===== src/rtl/boot_pkg.sv =====
// Shared definitions for the instruction-memory boot loader: FSM states
// and the byte-stream geometry of a program image.
package boot_pkg;

  typedef enum logic [2:0] {
    ST_LEN0,
    ST_LEN1,
    ST_DATA,
    ST_CSUM,
    ST_DONE,
    ST_ERR
  } state_e;

  localparam int LANES  = 4;
  localparam int LANE_W = $clog2(LANES);
  localparam int CSUM_W = 8;

  // States in which the loader is still consuming image bytes.
  function automatic logic is_receiving(input state_e s);
    return s inside {ST_LEN0, ST_LEN1, ST_DATA, ST_CSUM};
  endfunction

endpackage


===== src/rtl/imem_boot_loader_if.sv =====
// Byte-serial valid/ready stream feeding the boot loader.
interface imem_boot_loader_if;

  logic       rx_valid;
  logic [7:0] rx_data;
  logic       rx_ready;

  modport master (
    output rx_valid,
    output rx_data,
    input  rx_ready
  );

  modport slave (
    input  rx_valid,
    input  rx_data,
    output rx_ready
  );

endinterface


===== src/rtl/word_assembler.sv =====
// Little-endian byte-to-word assembler: the first byte of a word lands in
// bits [7:0]; the fourth byte completes the word combinationally.
module word_assembler
  import boot_pkg::*;
(
  input  logic        clk,
  input  logic        reset,
  input  logic        clear,
  input  logic        byte_vld,
  input  logic [7:0]  byte_in,
  output logic [31:0] word_out,
  output logic        word_done
);

  localparam int SH_W = 8 * (LANES - 1);

  logic [LANE_W-1:0] lane_q, lane_d;
  logic [SH_W-1:0]   shreg_q, shreg_d;

  // Only the first three lanes need storage; the last byte is taken straight
  // from the input so the word is available on the cycle it completes.
  assign word_out  = {byte_in, shreg_q};
  assign word_done = byte_vld && !clear && (lane_q == LANE_W'(LANES - 1));

  // NOTE: every always_comb target gets a default first so no path leaves it
  // unassigned, which would otherwise infer a latch.
  always_comb begin
    lane_d  = lane_q;
    shreg_d = shreg_q;
    if (clear) begin
      lane_d  = '0;
      shreg_d = '0;
    end else if (byte_vld) begin
      lane_d  = lane_q + 1'b1;
      shreg_d = {byte_in, shreg_q[SH_W-1:8]};
    end
  end

  // NOTE: state flops use non-blocking assignments so every flop samples the
  // pre-edge value of every other flop regardless of statement order.
  always_ff @(posedge clk or posedge reset) begin
    if (reset) begin
      lane_q  <= '0;
      shreg_q <= '0;
    end else begin
      lane_q  <= lane_d;
      shreg_q <= shreg_d;
    end
  end

endmodule


===== src/rtl/imem_boot_loader.sv =====
// Receives a length-prefixed, XOR-checksummed program image and writes it
// into instruction memory, holding the core in reset until it verifies.
module imem_boot_loader
  import boot_pkg::*;
#(
  parameter int DEPTH  = 64,
  parameter int ADDR_W = 6
) (
  input  logic                clk,
  input  logic                reset,
  imem_boot_loader_if.slave   rx,
  output logic                imem_we,
  output logic [ADDR_W-1:0]   imem_addr,
  output logic [31:0]         imem_wd,
  output logic                core_reset,
  output logic                done,
  output logic                error
);

  state_e              state_q, state_d;
  logic [15:0]         len_q, len_d;
  logic [ADDR_W:0]     word_cnt_q, word_cnt_d;
  logic [CSUM_W-1:0]   csum_q, csum_d;
  logic                rx_ready_q, rx_ready_d;
  logic                imem_we_q, imem_we_d;
  logic [ADDR_W-1:0]   imem_addr_q, imem_addr_d;
  logic [31:0]         imem_wd_q, imem_wd_d;
  logic                core_reset_q, core_reset_d;
  logic                done_q, done_d;
  logic                error_q, error_d;

  logic                accept;
  logic                data_stb;
  logic [15:0]         len_full;
  logic [ADDR_W:0]     word_cnt_inc;
  logic [31:0]         asm_word;
  logic                asm_done;

  assign accept       = rx.rx_valid & rx_ready_q;
  assign data_stb     = accept && (state_q == ST_DATA);
  assign len_full     = {rx.rx_data, len_q[7:0]};
  assign word_cnt_inc = word_cnt_q + 1'b1;

  word_assembler u_asm (
    .clk       (clk),
    .reset     (reset),
    .clear     (state_q == ST_LEN0),
    .byte_vld  (data_stb),
    .byte_in   (rx.rx_data),
    .word_out  (asm_word),
    .word_done (asm_done)
  );

  always_comb begin
    state_d     = state_q;
    len_d       = len_q;
    word_cnt_d  = word_cnt_q;
    csum_d      = csum_q;
    imem_we_d   = 1'b0;
    imem_addr_d = imem_addr_q;
    imem_wd_d   = imem_wd_q;

    case (state_q)
      ST_LEN0: begin
        word_cnt_d = '0;
        csum_d     = '0;
        if (accept) begin
          len_d   = {8'h00, rx.rx_data};
          state_d = ST_LEN1;
        end
      end
      ST_LEN1: begin
        if (accept) begin
          len_d = len_full;
          // Full 16-bit compare: an oversize length must never alias into range.
          if (len_full > 16'(DEPTH))  state_d = ST_ERR;
          else if (len_full == 16'd0) state_d = ST_CSUM;
          else                        state_d = ST_DATA;
        end
      end
      ST_DATA: begin
        if (data_stb) csum_d = csum_q ^ rx.rx_data;
        if (asm_done) begin
          imem_we_d   = 1'b1;
          imem_addr_d = word_cnt_q[ADDR_W-1:0];
          imem_wd_d   = asm_word;
          word_cnt_d  = word_cnt_inc;
          if (16'(word_cnt_inc) == len_q) state_d = ST_CSUM;
        end
      end
      ST_CSUM: begin
        if (accept) state_d = (rx.rx_data == csum_q) ? ST_DONE : ST_ERR;
      end
      ST_DONE, ST_ERR: ;
      default: state_d = ST_LEN0;
    endcase
  end

  // Status outputs follow the next state so they change on the same edge
  // that accepts the deciding byte.
  always_comb begin
    rx_ready_d   = is_receiving(state_d);
    core_reset_d = (state_d != ST_DONE);
    done_d       = (state_d == ST_DONE);
    error_d      = (state_d == ST_ERR);
  end

  always_ff @(posedge clk or posedge reset) begin
    if (reset) begin
      state_q      <= ST_LEN0;
      len_q        <= '0;
      word_cnt_q   <= '0;
      csum_q       <= '0;
      rx_ready_q   <= 1'b1;
      imem_we_q    <= 1'b0;
      imem_addr_q  <= '0;
      imem_wd_q    <= '0;
      core_reset_q <= 1'b1;
      done_q       <= 1'b0;
      error_q      <= 1'b0;
    end else begin
      state_q      <= state_d;
      len_q        <= len_d;
      word_cnt_q   <= word_cnt_d;
      csum_q       <= csum_d;
      rx_ready_q   <= rx_ready_d;
      imem_we_q    <= imem_we_d;
      imem_addr_q  <= imem_addr_d;
      imem_wd_q    <= imem_wd_d;
      core_reset_q <= core_reset_d;
      done_q       <= done_d;
      error_q      <= error_d;
    end
  end

  assign rx.rx_ready = rx_ready_q;
  assign imem_we     = imem_we_q;
  assign imem_addr   = imem_addr_q;
  assign imem_wd     = imem_wd_q;
  assign core_reset  = core_reset_q;
  assign done        = done_q;
  assign error       = error_q;

endmodule


===== src/flat_wrapper.sv =====
// flat-port wrapper written by rule: the top's interface ports become plain ports
module imem_boot_loader_flat import boot_pkg::*;
#(
  parameter int DEPTH  = 64,
  parameter int ADDR_W = 6
)
  (clk, reset, imem_we, imem_addr, imem_wd, core_reset, done, error, rx_rx_valid, rx_rx_data, rx_rx_ready);
  imem_boot_loader_if rx_i ();
  input  logic clk;
  input  logic reset;
  output logic imem_we;
  output logic [ADDR_W-1:0] imem_addr;
  output logic [31:0] imem_wd;
  output logic core_reset;
  output logic done;
  output logic error;
  input wire logic [$bits(rx_i.rx_valid)-1:0] rx_rx_valid;
  input wire logic [$bits(rx_i.rx_data)-1:0] rx_rx_data;
  output wire logic [$bits(rx_i.rx_ready)-1:0] rx_rx_ready;
  assign rx_i.rx_valid = rx_rx_valid;
  assign rx_i.rx_data = rx_rx_data;
  assign rx_rx_ready = rx_i.rx_ready;
  imem_boot_loader #(.DEPTH(DEPTH), .ADDR_W(ADDR_W)) u_core (.clk(clk), .reset(reset), .rx(rx_i), .imem_we(imem_we), .imem_addr(imem_addr), .imem_wd(imem_wd), .core_reset(core_reset), .done(done), .error(error));
endmodule

===== config.mk =====
export PLATFORM = sky130hd
export DESIGN_NAME = imem_boot_loader_flat
export DESIGN_NICKNAME = d
export VERILOG_FILES = /design/src/rtl/boot_pkg.sv /design/src/rtl/imem_boot_loader_if.sv /design/src/rtl/word_assembler.sv /design/src/rtl/imem_boot_loader.sv /design/src/flat_wrapper.sv
export SDC_FILE = /design/constraint.sdc
export NUM_CORES = 1
export LEC_CHECK = 0
export ABC_AREA = 1
export ABC_CLOCK_PERIOD_IN_PS = 2800
export BUFFER_PORTS_ARGS = -buffer_cell sky130_fd_sc_hd__buf_2
export CORE_MARGIN = 2
export CORE_UTILIZATION = 58
export CTS_CLUSTER_SIZE = 20
export DETAILED_ROUTE_END_ITERATION = 10
export MAX_ROUTING_LAYER = met4
export PLACE_DENSITY = 0.87
export SETUP_SLACK_MARGIN = 0.3
export SYNTH_ARGS = -nofsm -noshare
export SYNTH_HDL_FRONTEND = slang
export SYNTH_HIERARCHICAL = 1
export SYNTH_SLANG_ARGS = --single-unit
export TNS_END_PERCENT = 10

===== constraint.sdc =====
create_clock -name clk -period 2.8 [get_ports clk]
set_clock_uncertainty 0.05 [all_clocks]
set_input_delay 0.14 -clock clk [delete_from_list [all_inputs] [get_ports clk]]
set_output_delay 0.14 -clock clk [all_outputs]
set_load 0.005 [all_outputs]

; After elaboration in Yosys (flattened, before gate mapping)
; Cells that the tools add are included.
[op_classes]
addsub = 2
mul = 0
div = 0
n_lt_le_gt_ge = 1
eq_ne = 18
shift = 0
n_mux = 22
bitwise = 3
reduce_logical = 17
[ops]
columns = operator, n
row1 = $mux W24, 2
row2 = $mux W16, 2
row3 = $pmux W16 S2, 1
row4 = $mux W3, 6
row5 = $eq A7 B16 Y1, 1
row6 = $gt A16 B7 Y1 const B, 1
row7 = $logic_not A16 Y1, 1
row8 = $pmux W8 S2, 1
row9 = $pmux W3 S5, 1
row10 = $pmux W7 S2, 1
row11 = $eq A3 B2 Y1 const B, 4
row12 = $eq A3 B3 Y1 const B, 4
row13 = $eq A8 B8 Y1, 1
row14 = $mux W8, 1
row15 = $xor A8 B8 Y8, 1
row16 = $add A7 B1 Y7 const B, 1
row17 = $mux W7, 1
row18 = $eq A3 B1 Y1 const B, 2
row19 = $logic_not A3 Y1, 2
row20 = $ne A2 B1 Y1 const B, 3
row21 = $reduce_and A2 Y1, 3
row22 = $reduce_and A3 Y1, 2
row23 = $reduce_bool A2 Y1, 3
row24 = $mux W1, 4
row25 = other kinds (11), 14
[word_totals]
regBits = 103
latchBits = 0
ram_bits = 0
rom_bits = 0
in_bits = 11
out_inout_bits = 43
wordCells = 77
memories = 0

; Longest topological paths before layout
[depth]
word_depth = 8
ltp_mapped = 13
depth_no_buf = 12

; Cells and area by module
; The synthesis kept the hierarchy.
[modules_own_cells]
columns = mod, n_inst, cells_each, area_per_inst_um2, seq_area_each_um2
row1 = imem_boot_loader, 1, 431, 3550.9, 1929.4
row2 = word_assembler, 1, 125, 1267.5, 650.6

; Least setup slack after synthesis
; No wires, ideal clock.
[synth_path]
path_kind = flip-flop to flip-flop
from = register u_core.state_q[2]
to = register u_core.done_q (netlist: u_core/done)
setup_time_ps = 114
arrival_time_ps = 1775
required_ps = 2636
setup_slack_ps = 860
path_stages_with_launch = 13
path_buffers = 1
synth_period_minus_slack_ps = 1940
path_cell_list = dfrtp_1 > nor2_4 > nand2_4 > nor2_1 > buf_6 > and3_1 > nand3_1 > nor2_1 > nand4_1 > nor2_1 > nand2_1 > nand3_2 > inv_1
[synth_between]
elab_chain_cells = 7
elab_cells_between_ends = 18
classes_between = 6 x eq/ne / 6 x mux / 6 x reduce/logical
[synth_rtl]
columns = element, line
row1 = start: declaration, imem_boot_loader.sv:20  ; state_e state_q, state_d;
row2 = start signal: assignment, imem_boot_loader.sv:122  ; state_q <= state_d;
row3 = $eq A3 B2 Y1, imem_boot_loader.sv:40  ; assign data_stb = accept && (state_q == ST_DATA);
row4 = $logic_and A1 B1 Y1, imem_boot_loader.sv:40
row5 = via u_core.data_stb, imem_boot_loader.sv:33  ; logic data_stb;
row6 = $logic_and A1 B1 Y1 (2 in series), word_assembler.sv:23  ; assign word_done = byte_vld && !clear && (lane_q == LANE_W'(LANES - 1));
row7 = via u_core.asm_done, imem_boot_loader.sv:37  ; logic asm_done;
row8 = $mux W3, imem_boot_loader.sv:83  ; if (asm_done) begin
row9 = $pmux W3 S5, imem_boot_loader.sv:63  ; case (state_q)
row10 = $eq A3 B3 Y1, imem_boot_loader.sv:104  ; done_d = (state_d == ST_DONE);
row11 = via u_core.done_d, imem_boot_loader.sv:29  ; logic done_q, done_d;
row12 = end signal: assignment, imem_boot_loader.sv:131  ; done_q <= done_d;
row13 = end: declaration, imem_boot_loader.sv:29
; The timed path passes the listed nets, and every way through them passes these cells.
; A chain may end at the register's enable or synchronous reset.

; Worst setup path after layout
[layout_path]
from = register u_core.state_q[2]
to = register u_core.done_q (netlist: u_core/done)
[layout_between]
elab_chain_cells = 7
elab_cells_between_ends = 18
classes_between = 6 x eq/ne / 6 x mux / 6 x reduce/logical
[layout_rtl]
columns = element, line
row1 = $eq A3 B2 Y1 or $logic_not A3 Y1 (tied branches), "imem_boot_loader.sv:40, imem_boot_loader.sv:47"
row2 = $logic_and A1 B1 Y1 or $logic_not A1 Y1 (tied branches), "imem_boot_loader.sv:40, word_assembler.sv:23"
row3 = $logic_and A1 B1 Y1 * (2 in series), word_assembler.sv:23
row4 = via u_core.asm_done, imem_boot_loader.sv:37
row5 = $mux W3 *, imem_boot_loader.sv:83
row6 = $pmux W3 S5 *, imem_boot_loader.sv:63
row7 = $eq A3 B3 Y1 *, imem_boot_loader.sv:104
row8 = via u_core.done_d, imem_boot_loader.sv:29
; Mark *: on every way through the listed nets, which the timed path passes. The rest lies on a longest branch.

==> flow_summary.yaml <==
yosys:
  synth_common_cells: "225 x nand2_1, 101 x dfrtp_1, 48 x inv_1"
  ys_seq_area_share_pct: 53.54
  yosysMostFrequentCell: "nand2_1"
  synth_seq_cells: 103
  syn_nets: 569
  synthArstFlopShare_pct: 100.0
  synth_edf_count: 0
  dominantRegCellSynth: "dfrtp_1"
  synth_top_area_share_pct: 52.45
  syn_area_per_cell_um2: 8.666
  synth_area_leaders: "dfrtp_1 52%, nand2_1 18%, nand3_2 4.6%"
  synthCells: 556
  synth_cell_types: 33
  syn_area_mm2: 0.004818
  synth_top_area_cell: "dfrtp_1"
  yosysWarnings: 6
timing:
  finalHoldViolations: 0
  fmax_mhz: 443.5
  setup_slack_ns: 0.5454
  fin_setup_tns_ns: 0
  rsz0062_at_grt: "no"
  max_slew_margin_pct: 32.36
  fin_crit_ns: 2.255
  worst_slew_pin_slew_ns: 1.014
  setup_viol: 0
  slew_viol_final: 0
  min_period_over_period_pct: 80.52
final_layout:
  multi_input_area_mm2: 0.001802
  n_antenna_cell: 0
  fill_cells: 626
  fin_area_mm2: 0.005285
  area_growth_pct: 9.686
  drive_gt1_share_pct: 19.24
  regArea_mm2: 0.002580
  nNetsFinal: 616
floorplanning:
  die-area_mm2: 0.009053
  core_mm2: 0.008134
  fp.dieH_um: 95.15
  die_w_um: 95.15
  ios: 54
  start_util_pct: 59.24
  rows: 33
power_and_ir_drop:
  p_comb_share_pct: 2.7
  pwr-share-clk_pct: 38.9
  seqPwrFrac_pct: 58.3
  ir_drop_v: 0.0003040
  swShare_pct: 23.32
  p_per_area_mw_per_mm2: 482.1
  switchingPower_mw: 0.5942
  p_int_mw: 1.954
  leakagePower_nw: 2.970
clock_network:
  cts_setup_buffers: 0
  cts_made_buffers: 9
  clkSinkCount: 103
  clk_pin_slew_ns: 0.10
  cts_tree: "built"
  h-tree-depth: 3
  cts_buffer_depth: 2
  clock_latency_ns: 0.37
  clockRootBuffer: "clkbuf_8"
detailed_routing:
  ant_nets: 0
  detail_route.vias_per_cell: 5.557
  dr.pass1.iters: 5
  vias: 3962
  routed_wl_um: 11010
  wl_per_cell_um: 15.44
  drt_iter0_drc: 334
  drc_errors: 0
global_routing:
  grt.total_usage_pct: 26.37
  grt_antenna_before_repair: 0
  grt_pass1_wl_um: 17880
  grt_start_max_net_pins: 43
  grt-ovfl-total: 0
  grt_pass1_vias: 3761
setup_path:
  worst_ep_required_time_ns: 3.02
  rrSetupSlack_ns: 0.55
  critPathLaunchType: "flop"
  crit_type: "flop to flop"
  setup.worst_path.end_class: "flop"
  cp_max_fo: 7
  cp.arrival_ns: 2.47
placed_design:
  dp_hpwl_um: 7133
  place_ws_ns: 0.5206
  portBuffers: 53
  gp_congestion: 0.9566
  placed_area_mm2: 0.005029
outcome:
  status: "complete, no violations"
run:
  maxCapViolCount: 0
hold_path:
  min_path_type: "input pin to flop"
[logic make-up (layout without fill, tap and decap cells)]
| family | count (synthesis) | count (layout) | synth area share (%) |
|---|---|---|---|
| simple gates | 317 | 317 | 30.07 |
| fa+ha+maj | 2 | 2 | 0.5193 |
| xor+xnor | 3 | 3 | 0.5454 |
| flops | 103 | 103 | 53.54 |
| compound gates | 52 | 52 | 6.206 |
| buf+inv | 79 | 131 | 9.114 |
[worst max-delay path, stage by stage, from the launching register on]
cell and delay, ns:
dfrtp_1 0.56, nor2_1 0.08, nand2_1 0.18, inv_1 0.17, inv_4 0.08, and3_1 0.23
nand3_1 0.11, nor2_1 0.11, nand4_1 0.10, nor2_1 0.17, nand2_1 0.16, nand3_2 0.12
inv_1 0.04
[final cells by class]
cell class | instances | share of cell area, %
clock inverters | 6 | 1.420
repair buffers | 63 | 6.700
well taps | 105 | 2.486
flip-flops and latches | 103 | 48.82
inverters | 52 | 3.883
multi-input cells | 374 | 34.09
clock buffers | 10 | 2.604
[power by group through the flow]
stage	clock network, mW	logic (mW)	registers (mW)
global route	1.07	0.0789	1.49
finish	0.992	0.0691	1.49
detailed placement	0	0.0661	1.52
CTS	1.01	0.0705	1.49
global placement	0	0.0639	1.52
floorplan	0	0.0411	1.52
[path summary, 6_finish.rpt]
| path | startpoint | end | cells after the start |
|---|---|---|---|
| setup / recovery | u_core/state_q[2] | u_core/done | 12 |
| hold / removal | rx_rx_data[2] | u_core/imem_wd[26] | 3 |
| setup reg to reg | u_core/state_q[2] | u_core/done | 12 |
| hold reg to reg | u_core/imem_addr[3] | u_core/imem_addr[3] | 2 |
| max in group asynchronous | reset | u_core/u_asm/shreg_q[8] | 3 |
| min in group asynchronous | reset | u_core/imem_wd[12] | 3 |
[layer usage]
metal	up-vias	global-route usage, %	share of wire, %
met2	199	40.55	48
met1	1899	35.20	42
met3	29	3.636	7.3
li1	1835	-	-
met5	-	-	0
met4	0	11.71	2.0
[timing repair]
action,4_1_cts,5_1_grt
endpoints found under the hold margin,31,0
endpoints found under the setup margin,0,1
resized for setup,0,1
hold buffers,4,0
[cell usage in the layout (no fill, tap or decap), types with 4 or more instances in the layout]
cell and count:
nand4_1 8, dlygate4sd3_1 4, buf_2 53, nand2_1 225, dfrtp_1 101, buf_4 5
nand3_1 24, inv_1 47, nand3_2 22, o21ai_0 41, nor2_1 24, clkbuf_8 10
[registers in the layout (all words and copies together), names as in the netlist, 2 cells and up]
name,count
u_core/word_cnt_q,7
u_core/len_q,16
u_core/imem_addr,6
u_core/u_asm/lane_q,2
u_core/imem_wd,32
u_core/u_asm/shreg_q,24
u_core/state_q,3
u_core/csum_q,8
[metrics by stage]
stage	util [%]	std cells	power, mW	hold WS (ns)
after CTS	64.93	713	2.565	0.005721
after detailed placement	61.82	693	1.582	0.1555
after global routing	64.97	713	2.638	0.01491
after floorplan	-	556	1.557	0.1300
after global placement	61.82	693	1.580	0.1358
final	64.97	713	2.548	0.02202
Power figures use the tool's default switching activity.
